[src/rtl/ps2_host_tx.sv]
// PS/2 host-to-device transmitter: inhibit, request-to-send, 11-bit frame, ack check.
// Optional watchdog on the whole transfer: define PS2_TX_TIMEOUT_EN.
module ps2_host_tx #(
  parameter int INHIBIT_CYCLES = 10000,
  parameter int TIMEOUT_CYCLES = 2000000
) (
  input  logic       clk,
  input  logic       rst,
  input  logic       ps2_clk_in,
  input  logic       ps2_data_in,
  output logic       ps2_clk_oe,
  output logic       ps2_data_oe,
  input  logic [7:0] tx_data,
  input  logic       tx_valid,
  output logic       tx_ready,
  output logic       tx_done,
  output logic       tx_err
);

  localparam int IW = $clog2(INHIBIT_CYCLES + 1);

  localparam logic [2:0] S_IDLE    = 3'd0;
  localparam logic [2:0] S_INHIBIT = 3'd1;
  localparam logic [2:0] S_RTS     = 3'd2;
  localparam logic [2:0] S_SHIFT   = 3'd3;
  localparam logic [2:0] S_ACK     = 3'd4;
  localparam logic [2:0] S_WAIT    = 3'd5;

  logic [2:0]    state;
  logic          clk_s1;
  logic          clk_s2;
  logic          clk_s3;
  logic          data_s1;
  logic          data_s2;
  logic          fall;
  logic [IW-1:0] inh_cnt;
  logic [3:0]    edge_cnt;
  logic [7:0]    shreg;
  logic          parity;
  logic          wd_hit;

  assign fall     = clk_s3 & ~clk_s2;
  assign tx_ready = (state == S_IDLE) & ~rst;

  // Two-flop synchronizers plus a third clock stage for edge detection.
  always_ff @(posedge clk) begin
    if (rst) begin
      clk_s1  <= 1'b1;
      clk_s2  <= 1'b1;
      clk_s3  <= 1'b1;
      data_s1 <= 1'b1;
      data_s2 <= 1'b1;
    end else begin
      clk_s1  <= ps2_clk_in;
      clk_s2  <= clk_s1;
      clk_s3  <= clk_s2;
      data_s1 <= ps2_data_in;
      data_s2 <= data_s1;
    end
  end

`ifdef PS2_TX_TIMEOUT_EN
  localparam int TW = $clog2(TIMEOUT_CYCLES + 1);

  logic [TW-1:0] wd_cnt;

  // Watchdog counts from the accept edge while any transfer is active.
  always_ff @(posedge clk) begin
    if (rst || state == S_IDLE) begin
      wd_cnt <= '0;
    end else begin
      wd_cnt <= wd_cnt + 1'b1;
    end
  end

  assign wd_hit = (state != S_IDLE) &&
                  (wd_cnt == TW'(TIMEOUT_CYCLES - 1));
`else
  // No watchdog; the parameter is only referenced so it stays in the interface.
  assign wd_hit = (TIMEOUT_CYCLES < 0);
`endif

  // Transfer sequencer driving the open-drain enables and status pulses.
  always_ff @(posedge clk) begin
    if (rst) begin
      state       <= S_IDLE;
      ps2_clk_oe  <= 1'b0;
      ps2_data_oe <= 1'b0;
      tx_done     <= 1'b0;
      tx_err      <= 1'b0;
      inh_cnt     <= '0;
      edge_cnt    <= '0;
      shreg       <= '0;
      parity      <= 1'b0;
    end else begin
      tx_done <= 1'b0;
      tx_err  <= 1'b0;
      if (wd_hit) begin
        state       <= S_IDLE;
        ps2_clk_oe  <= 1'b0;
        ps2_data_oe <= 1'b0;
        tx_err      <= 1'b1;
      end else begin
        unique case (state)
          S_IDLE: begin
            if (tx_valid) begin
              shreg       <= tx_data;
              parity      <= ~^tx_data;
              inh_cnt     <= '0;
              ps2_clk_oe  <= 1'b1;
              ps2_data_oe <= 1'b0;
              state       <= S_INHIBIT;
            end
          end
          S_INHIBIT: begin
            if (inh_cnt == IW'(INHIBIT_CYCLES - 1)) begin
              ps2_clk_oe  <= 1'b0;
              ps2_data_oe <= 1'b1;
              state       <= S_RTS;
            end else begin
              inh_cnt <= inh_cnt + 1'b1;
            end
          end
          S_RTS: begin
            edge_cnt <= '0;
            state    <= S_SHIFT;
          end
          S_SHIFT: begin
            if (fall) begin
              edge_cnt <= edge_cnt + 1'b1;
              if (edge_cnt < 4'd8) begin
                ps2_data_oe <= ~shreg[edge_cnt[2:0]];
              end else if (edge_cnt == 4'd8) begin
                ps2_data_oe <= ~parity;
              end else begin
                ps2_data_oe <= 1'b0;
                state       <= S_ACK;
              end
            end
          end
          S_ACK: begin
            if (fall) begin
              if (data_s2) begin
                tx_err <= 1'b1;
                state  <= S_IDLE;
              end else begin
                state <= S_WAIT;
              end
            end
          end
          S_WAIT: begin
            if (clk_s2 && data_s2) begin
              tx_done <= 1'b1;
              state   <= S_IDLE;
            end
          end
          default: begin
            state <= S_IDLE;
          end
        endcase
      end
    end
  end

endmodule
[config.mk]
export PLATFORM = sky130hd
export DESIGN_NAME = ps2_host_tx
export DESIGN_NICKNAME = d
export VERILOG_FILES = /design/src/rtl/ps2_host_tx.sv
export SDC_FILE = /design/constraint.sdc
export NUM_CORES = 1
export LEC_CHECK = 0
export ABC_AREA = 1
export BUFFER_PORTS_ARGS = -buffer_cell sky130_fd_sc_hd__clkbuf_2
export CAP_MARGIN = 10
export CORE_UTILIZATION = 40
export CTS_BUF_LIST = sky130_fd_sc_hd__clkbuf_4 sky130_fd_sc_hd__clkbuf_8 sky130_fd_sc_hd__clkbuf_16
export DETAILED_ROUTE_END_ITERATION = 10
export GPL_TIMING_DRIVEN = 0
export SETUP_SLACK_MARGIN = 0.15
export SLEW_MARGIN = 25
export SYNTH_ARGS = -nofsm -noshare
export SYNTH_HDL_FRONTEND = slang
export SYNTH_SLANG_ARGS = --single-unit
[constraint.sdc]
create_clock -name clk -period 2.12 [get_ports clk]
set_clock_uncertainty 0.15 [all_clocks]
set_input_delay 0.318 -clock clk [delete_from_list [all_inputs] [get_ports clk]]
set_output_delay 0.318 -clock clk [all_outputs]
set_load 0.005 [all_outputs]
==> metrics <==
EDFF count, synth=0; met3 usage=3.57%; Sink Count=39; Fin. Hold Viols=0; DR vias=1965; H-tree depth=2; Buffers on Ports=16; Main synth FF type=dfxtp_1; Tcrit/Tclk final=86.4%; Remaining DRCs=0; area occupied by multi-input gates=1180 sq um; WL per Instance=11.4 um; Crit. End Element=flop; met2 usage=30.6%; static leakage=1.00 nW; most common cell in the netlist=nand2_1; # diodes=0; drt via density=4.77; vias in the first global route=1787; Tmin final=1.83 ns; Die H=75.8 um; crit path launch type=flop; share of layout cells above drive strength 1=18.7%; Reg area=782 sq um; max-slew violations=0; DR pass1 iterations=5; Slew headroom=71.9%; Crit Path Class=reg2reg; estimated wirelength of the detail-placed design=3580 um; Synth top area share=35.8%; met1 GRT Util=24.9%; CP required=2.20 ns; Post-synth ARST share=0%; sequential fraction of the synthesis area=35.8%; GRT Max-Usage Layer=met2; FF+latch count, synth=39; GPL Wtd Cong=0.830; Worst-Skew Late Latency=0.30 ns; Die Wd=75.8 um; fillers=544; Post-DRT Antenna Nets=0; area grow syn2layout=12.4%; Max-Cap Viols=0; Die ar.=5750 sq um; top cells by area, synth=dfxtp_1, nand2_1, nor2_1, inv_1, nand3_1; Initial Util=42.2%; num rows=26; CTS Buffer Depth=2; top post-synthesis cells by count=nand2_1, nor2_1, dfxtp_1; Mapped Cells=318; # setup viols final=0; post-synth top area cell=dfxtp_1; Mapped Avg Cell Area=6.86 sq um; cts hold-fix bufs=0; Final #Nets=357; CP Max Fanout=7; total congestion overflow=0; register clock-pin slew on the reported worst setup and hold paths=0.08 ns; initial antenna violation count=0; Fmax achieved=546 MHz; synthesized cell area=2180 sq um; first-pass GRT wire length=8170 um; WP data arrival=1.91 ns; I/O pin cnt=18; CORE AREA=5170 sq um; clock root buffer=clkbuf_8; YS warnings=0; setup_tns=0 ns; Tightest Pin Transition=0.422 ns; dpl ws=0.207 ns; slack of the critical path=0.289 ns; Tot GR Track Use=18.9%; Num CTS Buffers=5; pin count of the biggest net entering global routing=14; PD cells=998 nW/um^2; RSZ-0062 raised after global routing=false; initial DRC count=88; Max IR drop VDD=0.000770 V; Netlist cell types=33; final wirelength=4720 um; hold crit path type=in2reg; CTS tree=built; synthesized net count=334; status=finished, final reports clean
flip-flops by register name (all words and copies together) (netlist names), 3 cells and up:
register	cells
inh_cnt	14
shreg	8
edge_cnt	4
state	3
layer usage:
layer,vias to the layer above,share of wire (%)
met4,0,1.4
met3,7,4.4
met1,855,49
met2,43,46
li1,1060,-
met5,-,0
through the flow:
| step | instances | hold WS [ns] | instance area (sq um) | power [W] | util [%] |
|---|---|---|---|---|---|
| floorplan | 318 | 0.239 | 2180 | 0.00169 | - |
| global placement | 404 | 0.242 | 2350 | 0.00191 | 45.4 |
| detailed placement | 404 | 0.249 | 2350 | 0.00192 | 45.4 |
| CTS | 412 | 0.0444 | 2450 | 0.00247 | 47.3 |
| global route | 412 | 0.0477 | 2450 | 0.00263 | 47.4 |
| finish | 412 | 0.0524 | 2450 | 0.00245 | 47.4 |
cells by family (layout without fill, tap and decap cells):
kind of cell               after synthesis  in the layout  share of synthesized area, %
AOI/OAI and AO/OA                       41             41                          10.8
xor gates and xnor gates                 9              9                          3.61
adders and majority gates                3              3                          1.72
buffers and inverters                   52             76                          10.3
DFF                                     39             39                          35.8
and+or+nand+nor                        174            174                          37.8
report_power, final:
group	internal [W]	total (W)	switching, W	leakage (nW)
clock	0.000266	0.000559	0.000293	0.0474
sequential	0.000843	0.000928	0.0000845	0.319
combinational	0.000345	0.000961	0.000616	0.636
layout by cell type, fill, tap and decap left out, types with 4 or more instances in the layout:
cell and count:
o21ai_0 15, nor2_1 50, xnor2_1 6, or2_2 4
nand3_1 23, nand4_1 8, nor3_1 8, nand2_1 63
a21oi_1 15, inv_2 6, a21oi_2 6, nand2_4 5
clkbuf_2 17, clkbuf_8 6, inv_1 37, dfxtp_1 38
path summary, 6_finish.rpt:
kind / depth (start not counted) / endpoint / startpoint / slack [ns]
setup / recovery: 11 / state[0] / edge_cnt[1] / 0.29
hold / removal: 2 / data_s1 / ps2_data_in / 0.05
setup reg to reg: 11 / state[0] / edge_cnt[1] / 0.29
hold reg to reg: 1 / data_s2 / data_s1 / 0.26
timing repair:
action	in CTS	in global routing
setup endpoints to repair	0	5
resized for setup	0	4
setup buffers	0	0
area by class of cell:
class	instances	share of cell area, %
clock buffer	6	3.37
buffer	7	1.99
inverter	45	7.19
timing repair buffer	16	3.27
tap	70	3.57
multi-input combinational	227	48.1
sequential	39	31.9
clock inverter	2	0.663
critical path, cell delays in order (launching register included):
cell     delay (ns)
dfxtp_1        0.48
inv_1          0.10
ha_1           0.18
nand2_1        0.06
nand2_1        0.05
nand2_1        0.10
inv_1          0.05
nor2_1         0.23
nand4_4        0.16
nand2_1        0.09
nand2_1        0.05
nor2_1         0.09
Power figures use the tool's default switching activity.
